`src/rtl/demux4_pkg.sv`:
```
// Shared constants and types for the 4-way demultiplexing buffer.
package demux4_pkg;
    localparam int NUM_CH    = 4;
    localparam int SEL_W     = 2;
    localparam int DEF_WIDTH = 8;
    localparam int DEF_CNT_W = 16;

    // FIFO occupancy: 0, 1 or 2 entries
    typedef logic [1:0] occ_t;
    localparam occ_t OCC_EMPTY = 2'd0;
    localparam occ_t OCC_ONE   = 2'd1;
    localparam occ_t OCC_FULL  = 2'd2;
endpackage

```
`src/rtl/demux_fifo2.sv`:
```
// Two-entry FIFO with a registered head; the head register keeps its last
// value when the FIFO drains so the output is stable while empty.
module demux_fifo2
    import demux4_pkg::*;
#(
    parameter int WIDTH = DEF_WIDTH
) (
    input  logic             clk,
    input  logic             rst_n,
    input  logic             push,
    input  logic [WIDTH-1:0] push_data,
    input  logic             pop,
    output logic [WIDTH-1:0] head,
    output occ_t             count
);
    logic [WIDTH-1:0] head_q, head_d;
    logic [WIDTH-1:0] tail_q, tail_d;
    occ_t             count_q, count_d;

    always_comb begin
        head_d  = head_q;
        tail_d  = tail_q;
        count_d = count_q;
        case (count_q)
            OCC_EMPTY: begin
                if (push) begin
                    head_d  = push_data;
                    count_d = OCC_ONE;
                end
            end
            OCC_ONE: begin
                // push+pop replaces the head in place; occupancy unchanged
                if (push && pop) begin
                    head_d = push_data;
                end else if (push) begin
                    tail_d  = push_data;
                    count_d = OCC_FULL;
                end else if (pop) begin
                    count_d = OCC_EMPTY;
                end
            end
            OCC_FULL: begin
                if (pop) begin
                    head_d  = tail_q;
                    count_d = OCC_ONE;
                end
            end
            default: count_d = OCC_EMPTY;
        endcase
    end

    always_ff @(posedge clk or negedge rst_n) begin
        if (!rst_n) begin
            head_q  <= '0;
            tail_q  <= '0;
            count_q <= OCC_EMPTY;
        end else begin
            head_q  <= head_d;
            tail_q  <= tail_d;
            count_q <= count_d;
        end
    end

    assign head  = head_q;
    assign count = count_q;
endmodule

```
`src/rtl/demux4_buf.sv`:
```
// Routes one input word per cycle to one of four buffered output channels
// and counts accepted words.
module demux4_buf
    import demux4_pkg::*;
#(
    parameter int WIDTH = DEF_WIDTH,
    parameter int CNT_W = DEF_CNT_W
) (
    input  logic                    clk,
    input  logic                    rst_n,
    input  logic [WIDTH-1:0]        in_data,
    input  logic [SEL_W-1:0]        in_sel,
    input  logic                    in_valid,
    output logic                    in_ready,
    output logic [NUM_CH*WIDTH-1:0] out_data,
    output logic [NUM_CH-1:0]       out_valid,
    input  logic [NUM_CH-1:0]       out_ready,
    output logic [CNT_W-1:0]        accept_cnt
);
    occ_t [NUM_CH-1:0]             cnt;
    logic [NUM_CH-1:0][WIDTH-1:0]  head;
    logic [NUM_CH-1:0]             push;
    logic [NUM_CH-1:0]             pop;
    logic                          accept;
    logic [CNT_W-1:0]              acc_cnt_q, acc_cnt_d;

    // Registered counts only: no combinational path from out_ready
    assign in_ready = rst_n && (cnt[in_sel] != OCC_FULL);
    assign accept   = in_valid && in_ready;

    for (genvar ch = 0; ch < NUM_CH; ch++) begin : g_ch
        assign push[ch]      = accept && (in_sel == SEL_W'(ch));
        assign out_valid[ch] = (cnt[ch] != OCC_EMPTY);
        assign pop[ch]       = out_valid[ch] && out_ready[ch];

        demux_fifo2 #(.WIDTH(WIDTH)) u_fifo (
            .clk       (clk),
            .rst_n     (rst_n),
            .push      (push[ch]),
            .push_data (in_data),
            .pop       (pop[ch]),
            .head      (head[ch]),
            .count     (cnt[ch])
        );
    end

    assign out_data = head;

    always_comb begin
        acc_cnt_d = acc_cnt_q;
        if (accept) acc_cnt_d = acc_cnt_q + 1'b1;
    end

    always_ff @(posedge clk or negedge rst_n) begin
        if (!rst_n) acc_cnt_q <= '0;
        else        acc_cnt_q <= acc_cnt_d;
    end

    assign accept_cnt = acc_cnt_q;
endmodule

```
`config.mk`:
```
export PLATFORM = sky130hd
export DESIGN_NAME = demux4_buf
export DESIGN_NICKNAME = d
export VERILOG_FILES = /design/src/rtl/demux4_pkg.sv /design/src/rtl/demux_fifo2.sv /design/src/rtl/demux4_buf.sv
export SDC_FILE = /design/constraint.sdc
export NUM_CORES = 1
export LEC_CHECK = 0
export BUFFER_PORTS_ARGS = -buffer_cell sky130_fd_sc_hd__buf_2
export CORE_UTILIZATION = 56
export CTS_CLUSTER_DIAMETER = 50
export DETAILED_ROUTE_END_ITERATION = 7
export GPL_ROUTABILITY_DRIVEN = 0
export PLACE_DENSITY_LB_ADDON = 0.25
export REMOVE_ABC_BUFFERS = 1
export SLEW_MARGIN = 20
export SYNTH_ARGS = -nofsm -noshare
export SYNTH_HDL_FRONTEND = slang
export SYNTH_SLANG_ARGS = --single-unit
```
`constraint.sdc`:
```
create_clock -name clk -period 2.1 [get_ports clk]
set_input_delay 0.105 -clock clk [delete_from_list [all_inputs] [get_ports clk]]
set_output_delay 0.105 -clock clk [all_outputs]
set_load 0.02 [all_outputs]
```
==> impl_summary.txt, run 1 <==
----------------------------------------------------
[Critical path]
  Cells traversed along the worst timing path ... nor2b_1 > mux4_2 > nor2_1 > buf_2
  Endpoint required time on the critical path ... 2.00 ns
  Max stage delay on crit path ... 0.64 ns
  Crit-path max FO ... 16
  Element type at the critical path end ... output pin
  Critical path's slowest cell ... sky130_fd_sc_hd__mux4_2
  Arrival time of the worst setup path ... 1.90 ns
  Class of the most critical setup path ... flip-flop to output pin
  Crit path launch type ... flip-flop

[Floorplan]
  Die boundary height ... 86.1 µm
  Initial Utilization ... 0.583
  X dimension of the die ... 86.1 µm
  Area of the die ... 7410 µm²
  Total I/O pin count ... 70
  FP Rows ... 30
  Placeable core region ... 6790 µm²

[Synthesis]
  Synth Area in XOR/XNOR ... 0.0420
  Total number of yosys warnings ... 0
  Post-synthesis sequential area ratio ... 0.556
  Most used flip-flop cell after synthesis ... sky130_fd_sc_hd__dfrtp_1
  Number of synthesized flops with an enable pin ... 0
  Netlist area before placement ... 3960 µm²
  Post-synth ARST share ... 1.00
  Dominant combinational cell family by area after synthesis ... multiplexers
  Simple-gate portion of the synthesized area ... 0.108
  Mean instance size in the synthesized netlist ... 12.3 µm²
  Mux contribution to synthesized area ... 0.211
  Synth unique cells ... 38
  FF+latch count, synth ... 88
  Synthesized-area fraction occupied by adder cells ... 0.00316
  Syn Inst Count ... 322
  Fraction of the mapped netlist area in compound gates ... 0.0484

[Route]
  Number of nets still failing antenna checks after routing ... 0
  Via count ... 2748
  Via density ... 5.44
  Routed WL ... 7880 µm
  Average detailed-routed wire length per instance ... 15.6 µm
  First DRT Iteration DRCs ... 84
  Count of TritonRoute iterations in the first routing pass ... 4
  Residual DRC ... 0

[Clock tree]
  Setup repair bufs after CTS ... 0
  Master cell of the clock root buffer ... sky130_fd_sc_hd__clkbuf_8
  Clock Tree Buf Depth ... 2
  CTS H-Tree Depth ... 3
  Number of clock sinks ... 88
  Clock buffer count from CTS ... 9
  CTS tree ... built
  Skew-Pair Late Insertion Delay ... 0.36 ns
  Clock-pin slew on the worst setup and hold paths ... 0.09 ns

[Layout]
  Final layout net count ... 422
  Synthesis-to-layout area growth ... 17.8%
  Most common cell after layout, fill and taps aside ... sky130_fd_sc_hd__dfrtp_1
  Most frequent cells in the layout ... 88 x sky130_fd_sc_hd__dfrtp_1, 68 x sky130_fd_sc_hd__buf_2, 65 x sky130_fd_sc_hd__mux2_2
  Final-layout fill cell count ... 500
  Fraction of final layout cells with drive strength greater than 1 ... 0.411
  Post-route standard cell area excluding fillers ... 4660 µm²
  Antenna diodes ... 0

[Global routing]
  Gr usage total ... 0.231
  GR met2 Demand/Resource ... 0.362
  Antenna violations before repair ... 0
  Pin count of the biggest net entering global routing ... 57
  Number of global-route vias before repair ... 2652
  Global-route wire length before repair ... 13000 µm
  Congestion Overflow GR ... 0
  Met3 track demand over resource ... 0.0375
  Grt peak-use layer ... met2
  Met1 track utilization from global routing ... 0.325

[Pwr]
  Power density of the placed cells ... 931 nW/µm²
  Max VDD drop ... 0.000622 V
  Leakage dissipation ... 0.00226 µW

[Place]
  Instance area after placement ... 4440 µm²
  Post-detail-place hpwl ... 5440 µm
  Count of port buffers added during placement ... 69

[Timing]
  Tightest Pin Transition ... 0.688 ns
  Setup-violating endpoint count in the final report ... 0
  Worst slew margin relative to its limit ... 0.541
  Final worst clock skew ... 0.0101 ns
  TNS Setup ... 0 ns
  RSZ-0062 raised after global routing ... false
  Final critical-path share of the clock period ... 0.955
  Maximum operating frequency ... 499 MHz
  Hold violation total from the final report ... 0
  Final Critical Period ... 2.00 ns
  Max-slew violations ... 0

[Run]
  Max-cap violations ... 0

[Hold path]
  Path type of the worst min-delay path ... input pin to flip-flop

[Run status]
  Result of the run ... finished, final reports clean

----------------------------------------------------
## cell usage after synthesis (all sizes together) (4+ instances only)
library cell | instances | area, µm²
clkbuf | 7 | 26.3
inv | 15 | 56.3
nor2b | 7 | 51.3
nand4 | 4 | 25.0
a21oi | 19 | 95.1
nand3 | 7 | 35.0
xor2 | 14 | 123
nor3 | 8 | 40.0
mux2 | 65 | 732
nor4 | 5 | 31.3
mux2i | 8 | 80.1
o21ai | 4 | 20.0
dfrtp | 88 | 2200
xnor2 | 5 | 43.8
o22ai | 8 | 50.1
nor2 | 16 | 60.1
buf | 6 | 41.3
nand2 | 12 | 45.0
## area by class of cell
class / instances / area [µm²] / area share
Timing Repair Buffer: 84 / 470 / 0.101
Clock buffer: 9 / 124 / 0.0266
Tap cell: 96 / 120 / 0.0258
Multi-Input combinational cell: 206 / 1630 / 0.351
Inverter: 15 / 56.3 / 0.0121
Sequential cell: 88 / 2200 / 0.472
Clock inverter: 7 / 55.1 / 0.0118
## worst paths after layout
path	from	to	slack, ns	depth (start not counted)
setup / recovery	g_ch[3].u_fifo.count[1]	in_ready	0.1	4
hold / removal	out_ready[2]	g_ch[2].u_fifo.count[1]	0.03	3
setup reg to reg	g_ch[3].u_fifo.count[1]	accept_cnt[14]	0.14	4
hold reg to reg	accept_cnt[15]	accept_cnt[15]	0.47	1
max in group asynchronous	rst_n	g_ch[1].u_fifo.tail_q[6]	1.04	3
min in group asynchronous	rst_n	g_ch[3].u_fifo.count[0]	0.14	2
## report_power, final
group / leakage, µW / internal, µW / switching, µW
sequential: 0.00111 / 1990 / 206
combinational: 0.00106 / 431 / 638
clock: 0.0000866 / 442 / 630
## metal layers
metal | part of all wire | vias up | wire length [µm]
met1 | 0.47 | 1380 | 3740
met3 | 0.041 | 7 | 324
li1 | - | 1296 | -
met4 | 0.012 | 0 | 92
met2 | 0.47 | 65 | 3720
met5 | 0 | - | 0
## worst max-delay path, delay by kind of cell (launching register included)
kind	cells	cell delay (ns)
and+or+nand+nor	2	0.31
muxes	1	0.64
buffers and inverters	1	0.17
DFF	1	0.42
## per-stage QoR
stage                     setup slack, ns  cells  utilization  total power [µW]  hold WS [ns]
after floorplan                     0.189    309            -              2880        -0.191
after global placement              0.244    485        0.654              3270       -0.0348
after detailed placement            0.180    485        0.654              3300       -0.0370
after CTS                          0.0597    505        0.686              4380        0.0130
after global routing              0.00443    505        0.686              4570        0.0305
final                              0.0952    505        0.686              4340        0.0298
## what timing repair did
item                       CTS  global route
gates resized for setup      0             1
setup endpoints to repair    0             8
hold endpoints to repair    35             0
hold buffers                 4             0
## state kept, by name, indices dropped and copies added, names as in the netlist
name and flops:
accept_cnt 16, g_ch.u_fifo.count 8, g_ch.u_fifo.head 32, g_ch.u_fifo.tail_q 32
## cell families after synthesis
kind of cell	count (synthesis)
AO/OA/AOI/OAI	34
XOR/XNOR	19
adder cells (fa/ha/maj)	1
buffers and inverters	28
flip-flops	88
multiplexers	74
AND/OR/NAND/NOR	78
No activity file was read; power rests on OpenSTA's default activity.
==> run 2, diff against run 1 <==
clock period = 2.08 ns   (was 2.1 ns; I/O delays follow)
==> impl_summary.txt, run 2 (synthesis results as in run 1) <==
----------------------------------------------------
[Pwr]
  Part of the total power dissipated in combinational logic ... 0.236 (-0.010)
  Pint ... 3130 µW (+9.3%)
  Clock network power share ... 0.282 (+0.035)
  Net switching share of the total power ... 0.319 (-0.0207)
  Max VDD drop ... 0.000664 V (+6.8%)
  Part of the total power dissipated in sequential elements ... 0.482 (-0.025)
  Power density of the placed cells ... 975 nW/µm² (+4.7%)
  Psw ... 1470 µW (-0.53%)
  Leakage dissipation ... 0.00229 µW (+1.2%)

[Floorplan]
  Placeable core region ... 6790 µm² (unchanged)
  Total I/O pin count ... 70 (unchanged)
  Area of the die ... 7410 µm² (unchanged)
  Die boundary height ... 86.1 µm (unchanged)
  FP Rows ... 30 (unchanged)
  X dimension of the die ... 86.1 µm (unchanged)
  Initial Utilization ... 0.583 (unchanged)

[Timing]
  Tightest Pin Transition ... 0.621 ns (-0.0670 ns)
  Maximum operating frequency ... 505 MHz
  Final worst clock skew ... 0.0123 ns (+0.00216 ns)
  Worst slew margin relative to its limit ... 0.586 (+0.0447)
  Final Critical Period ... 1.98 ns
  Hold violation total from the final report ... 0 (unchanged)
  Final critical-path share of the clock period ... 0.952
  Setup-violating endpoint count in the final report ... 0 (unchanged)
  TNS Setup ... 0 ns (unchanged)
  Max-slew violations ... 0 (unchanged)
  RSZ-0062 raised after global routing ... false

[Layout]
  Most common cell after layout, fill and taps aside ... sky130_fd_sc_hd__dfrtp_1
  Final-layout fill cell count ... 504 (+0.80%)
  Multi-input gate area in the final layout ... 1630 µm² (about the same)
  Fraction of final layout cells with drive strength greater than 1 ... 0.409 (-0.00200)
  Total area of sequential cells ... 2200 µm² (unchanged)
  Final layout net count ... 424 (+0.47%)
  Synthesis-to-layout area growth ... 19.2%
  Antenna diodes ... 0 (unchanged)
  Non-Filler Instances ... 507 (+0.40%)
  Most frequent cells in the layout ... 88 x sky130_fd_sc_hd__dfrtp_1, 68 x sky130_fd_sc_hd__buf_2, 65 x sky130_fd_sc_hd__mux2_2

[Global routing]
  GR met2 Demand/Resource ... 0.353 (-0.00938)
  Antenna violations before repair ... 0 (unchanged)
  Met1 track utilization from global routing ... 0.309 (-0.0156)
  Grt peak-use layer ... met2
  Met3 track demand over resource ... 0.0423 (+0.00481)
  Congestion Overflow GR ... 0 (unchanged)
  Gr usage total ... 0.226 (-0.00527)
  Pin count of the biggest net entering global routing ... 51 (-11%)
  Number of global-route vias before repair ... 2623 (-1.1%)
  Global-route wire length before repair ... 12600 µm (-2.8%)

[Clock tree]
  Clock Tree Buf Depth ... 2 (unchanged)
  Master cell of the clock root buffer ... sky130_fd_sc_hd__clkbuf_8
  Skew-Pair Late Insertion Delay ... 0.36 ns (about the same)
  Clock-pin slew on the worst setup and hold paths ... 0.08 ns (about the same)
  Number of clock sinks ... 88 (unchanged)
  CTS H-Tree Depth ... 3 (unchanged)
  Clock buffer count from CTS ... 9 (unchanged)
  CTS tree ... built

[Critical path]
  Crit-path max FO ... 13 (-3)
  Arrival time of the worst setup path ... 2.22 ns (+0.32 ns)
  Class of the most critical setup path ... input pin to flip-flop
  Endpoint required time on the critical path ... 2.32 ns (+0.32 ns)
  Element type at the critical path end ... flip-flop
  Crit path launch type ... input pin

[Route]
  Residual DRC ... 0 (unchanged)
  Via density ... 5.39 (-0.97%)
  Number of nets still failing antenna checks after routing ... 0 (unchanged)
  Routed WL ... 7870 µm (-0.11%)
  Count of TritonRoute iterations in the first routing pass ... 4 (unchanged)
  Via count ... 2732 (-0.58%)
  Average detailed-routed wire length per instance ... 15.5 µm (-0.51%)
  First DRT Iteration DRCs ... 135 (+61%)

[Place]
  Post-detail-place hpwl ... 5480 µm (+0.70%)
  Number of placed instances with taps included ... 485 (unchanged)
  Count of port buffers added during placement ... 69 (unchanged)

[Run status]
  Result of the run ... finished, final reports clean

[Hold path]
  Path type of the worst min-delay path ... input pin to flip-flop

[Run]
  Max-cap violations ... 0 (unchanged)

----------------------------------------------------
==> run 2: repair_timing <==
item | CTS | global route
gates resized for setup | 0 | 0
setup endpoints to repair | 0 | 1
endpoints found under the hold margin | 58 | 0
hold buffers | 4 | 0
buffers inserted | 0 | 2
==> run 2: metrics by stage <==
stage | instance area, µm² | hold WS, ns | power [µW] | utilization | setup slack (ns)
finish | 4720 | 0.0590 | 4600 | 0.694 | 0.0996
global route | 4720 | 0.0566 | 4820 | 0.694 | 0.00739
CTS | 4700 | 0.0458 | 4640 | 0.692 | 0.0214
detailed placement | 4440 | -0.0585 | 3340 | 0.654 | 0.134
global placement | 4440 | -0.0556 | 3300 | 0.654 | 0.225
floorplan | 3890 | -0.192 | 2910 | - | 0.169
==> run 2: critical path, stage by stage <==
cell and delay, ns:
sky130_fd_sc_hd__dlygate4sd3_1 0.54, sky130_fd_sc_hd__buf_4 0.19, sky130_fd_sc_hd__nor4bb_1 0.33, sky130_fd_sc_hd__buf_4 0.18
sky130_fd_sc_hd__and2_1 0.14, sky130_fd_sc_hd__and2_1 0.35, sky130_fd_sc_hd__mux2_2 0.38
==> run 2: per-layer routing <==
layer  vias to the layer above  part of all wire
met5                         -                 0
met4                         0             0.016
met3                        11             0.055
met2                        84              0.48
met1                      1334              0.45
li1                       1303                 -
==> run 2: final cells by class <==
cell class / instances / area share
Multi-Input combinational cell: 206 / 0.346
Clock buffer: 10 / 0.0271
Sequential cell: 88 / 0.467
Clock inverter: 6 / 0.0196
Tap cell: 96 / 0.0255
Timing Repair Buffer: 86 / 0.103
Inverter: 15 / 0.0119
==> run 2: path summary, 6_finish.rpt <==
| kind | from | end | slack (ns) | cells after the start |
|---|---|---|---|---|
| hold / removal | out_ready[2] | g_ch[2].u_fifo.count[1] | 0.06 | 3 |
| setup / recovery | rst_n | g_ch[0].u_fifo.tail_q[6] | 0.1 | 7 |
| setup reg to reg | g_ch[3].u_fifo.count[1] | accept_cnt[8] | 0.14 | 5 |
| hold reg to reg | accept_cnt[15] | accept_cnt[15] | 0.46 | 1 |
| max in group asynchronous | rst_n | g_ch[1].u_fifo.head[7] | 1.11 | 3 |
| min in group asynchronous | rst_n | g_ch[3].u_fifo.count[0] | 0.13 | 2 |
==> run 2: power groups by stage <==
stage	clock network, µW	logic [µW]	registers, µW
final	1300	1080	2220
after global routing	1390	1180	2260
after CTS	1320	1100	2220
after detailed placement	0	1090	2250
after global placement	0	1060	2240
after floorplan	0	382	2530
==> run 3, diff against run 2 <==
CORE_ASPECT_RATIO = 0.75   (was unset)
==> impl_summary.txt, run 3 (synthesis results as in run 1) <==
----------------------------------------------------
[Global routing]
  Number of global-route vias before repair ... 2538 (-3.2%)
  Pin count of the biggest net entering global routing ... 53 (+3.9%)
  Gr usage total ... 0.229 (+0.00307)
  Global-route wire length before repair ... 12700 µm (+0.17%)
  Antenna violations before repair ... 0 (unchanged)
  Congestion Overflow GR ... 0 (unchanged)

[Route]
  Via count ... 2755 (+0.84%)
  Met2 routed wirelength ... 3790 µm (+1.1%)
  Number of nets still failing antenna checks after routing ... 0 (unchanged)
  Average detailed-routed wire length per instance ... 16.2 µm (+4.4%)
  Met3 wire length ... 387 µm (-11%)
  First DRT Iteration DRCs ... 111 (-18%)
  Max Used Layer ... met4
  Met1 routed wirelength after detailed routing ... 3700 µm (+3.8%)
  Routed WL ... 7990 µm (+1.5%)
  Residual DRC ... 0 (unchanged)
  Via density ... 5.59 (+3.7%)
  Count of TritonRoute iterations in the first routing pass ... 4 (unchanged)

[Clock tree]
  Clock Tree Buf Depth ... 2 (unchanged)
  Number of clock sinks ... 88 (unchanged)
  CTS tree ... built
  Clock-pin slew on the worst setup and hold paths ... 0.08 ns (about the same)
  Master cell of the clock root buffer ... sky130_fd_sc_hd__clkbuf_8
  Clock buffer count from CTS ... 9 (unchanged)
  Skew-Pair Late Insertion Delay ... 0.35 ns (about the same)
  CTS H-Tree Depth ... 3 (unchanged)

[Layout]
  Synthesis-to-layout area growth ... 18.2%
  Most common cell after layout, fill and taps aside ... sky130_fd_sc_hd__dfrtp_1
  Final-layout fill cell count ... 527 (+4.6%)
  Final layout net count ... 423 (-0.24%)
  Fraction of final layout cells with drive strength greater than 1 ... 0.411 (+0.00200)
  Most frequent cells in the layout ... 88 x sky130_fd_sc_hd__dfrtp_1, 68 x sky130_fd_sc_hd__buf_2, 65 x sky130_fd_sc_hd__mux2_2
  Post-route standard cell area excluding fillers ... 4680 µm² (-0.77%)
  Antenna diodes ... 0 (unchanged)

[Timing]
  Hold violation total from the final report ... 0 (unchanged)
  RSZ-0062 raised after global routing ... false
  Setup-violating endpoint count in the final report ... 0 (unchanged)
  Final critical-path share of the clock period ... 0.961 (+0.00932)
  Tightest Pin Transition ... 0.649 ns (+0.0280 ns)
  Maximum operating frequency ... 500 MHz (-0.97%)
  Max-slew violations ... 0 (unchanged)
  Worst slew margin relative to its limit ... 0.567 (-0.0187)
  Final Critical Period ... 2.00 ns (+0.0194 ns)
  Final worst clock skew ... 0.00731 ns (-0.00499 ns)
  TNS Setup ... 0 ns (unchanged)

[Pwr]
  Psw ... 1430 µW (-2.2%)
  Pint ... 3090 µW (-1.3%)
  Max VDD drop ... 0.000576 V (-13%)
  Clock network power share ... 0.268 (-0.014)
  Part of the total power dissipated in combinational logic ... 0.240 (+0.004)
  Part of the total power dissipated in sequential elements ... 0.492 (+0.010)
  Power density of the placed cells ... 967 nW/µm² (-0.81%)
  Net switching share of the total power ... 0.317 (-0.00205)
  Leakage dissipation ... 0.00229 µW (about the same)

[Floorplan]
  Area of the die ... 7410 µm² (about the same)
  X dimension of the die ... 99.1 µm (+15%)
  Initial Utilization ... 0.579 (-0.00320)
  FP Rows ... 26 (-13%)
  Placeable core region ... 6830 µm² (+0.55%)
  Total I/O pin count ... 70 (unchanged)
  Die boundary height ... 74.8 µm (-13%)

[Critical path]
  Class of the most critical setup path ... flip-flop to flip-flop
  Crit path launch type ... flip-flop
  Crit-path max FO ... 13 (unchanged)
  Element type at the critical path end ... flip-flop
  Endpoint required time on the critical path ... 2.36 ns (+0.04 ns)
  Arrival time of the worst setup path ... 2.28 ns (+0.06 ns)

[Run status]
  Result of the run ... finished, final reports clean

[Place]
  Count of port buffers added during placement ... 69 (unchanged)
  Instance area after placement ... 4420 µm² (-0.51%)
  Post-detail-place hpwl ... 5620 µm (+2.7%)

[Run]
  Max-cap violations ... 0 (unchanged)

[Hold path]
  Path type of the worst min-delay path ... input pin to flip-flop

----------------------------------------------------
-- run 3: changes by cell type in the layout (fill, tap and decap cells not counted), sizes merged --
cell | previous run | this run
inv | 16 | 15
clkinv | 1 | 2
buf | 82 | 81
bufinv | 2 | 1
clkinvlp | 2 | 0
clkbuf | 10 | 12
-- run 3: worst max-delay path, cell delays in order, from the launching register on --
cell and delay, ns:
sky130_fd_sc_hd__dfrtp_1 0.41, sky130_fd_sc_hd__nor2b_1 0.17, sky130_fd_sc_hd__mux4_2 0.62, sky130_fd_sc_hd__buf_4 0.19
sky130_fd_sc_hd__nor4_1 0.37, sky130_fd_sc_hd__xor2_1 0.17
-- run 3: area by class of cell --
cell class              count  area [µm²]  area share
clock buffers              12         165      0.0353
flip-flops and latches     88        2200       0.470
repair buffers             85         478       0.102
clock inverters             3        40.0     0.00855
multi-input cells         206        1630       0.349
well taps                  84         105      0.0225
inverters                  15        56.3      0.0120
-- run 3: final timing paths --
| path | startpoint | to | slack [ns] | depth (start not counted) |
|---|---|---|---|---|
| setup / recovery | g_ch[3].u_fifo.count[1] | accept_cnt[13] | 0.08 | 5 |
| hold / removal | out_ready[2] | g_ch[2].u_fifo.count[1] | 0.07 | 3 |
| setup reg to reg | g_ch[3].u_fifo.count[1] | accept_cnt[13] | 0.08 | 5 |
| hold reg to reg | accept_cnt[15] | accept_cnt[15] | 0.48 | 1 |
| max in group asynchronous | rst_n | accept_cnt[7] | 1.07 | 3 |
| min in group asynchronous | rst_n | g_ch[3].u_fifo.count[0] | 0.13 | 2 |
-- run 3: through the flow --
stage / utilization / total power [µW] / hold slack [ns] / instances / setup WS, ns
5_1_grt: 0.685 / 4770 / 0.0861 / 493 / 0.000164
6_report: 0.685 / 4530 / 0.0722 / 493 / 0.0802
4_1_cts: 0.683 / 4560 / 0.0567 / 491 / 0.0458
3_3_place_gp: 0.647 / 3300 / -0.0399 / 472 / 0.197
2_1_floorplan: - / 2910 / -0.192 / 309 / 0.169
3_5_place_dp: 0.647 / 3340 / -0.0374 / 472 / 0.182
-- run 3: power groups by stage --
stage | Combinational (µW) | Clock [µW] | Sequential [µW]
floorplan | 382 | 0 | 2530
global placement | 1060 | 0 | 2240
detailed placement | 1090 | 0 | 2260
CTS | 1100 | 1240 | 2230
global route | 1190 | 1310 | 2270
finish | 1090 | 1210 | 2230
-- run 3: what timing repair did --
action	4_1_cts	5_1_grt
setup buffers	0	2
gates resized for setup	0	1
hold buffers	4	0
hold endpoints to repair	39	0
setup endpoints to repair	0	9
-- run 3: metal layers --
metal  vias up  track usage
met5         -            0
met4         0       0.0719
met3        11       0.0687
met2        75        0.373
met1      1366        0.303
li1       1303            -
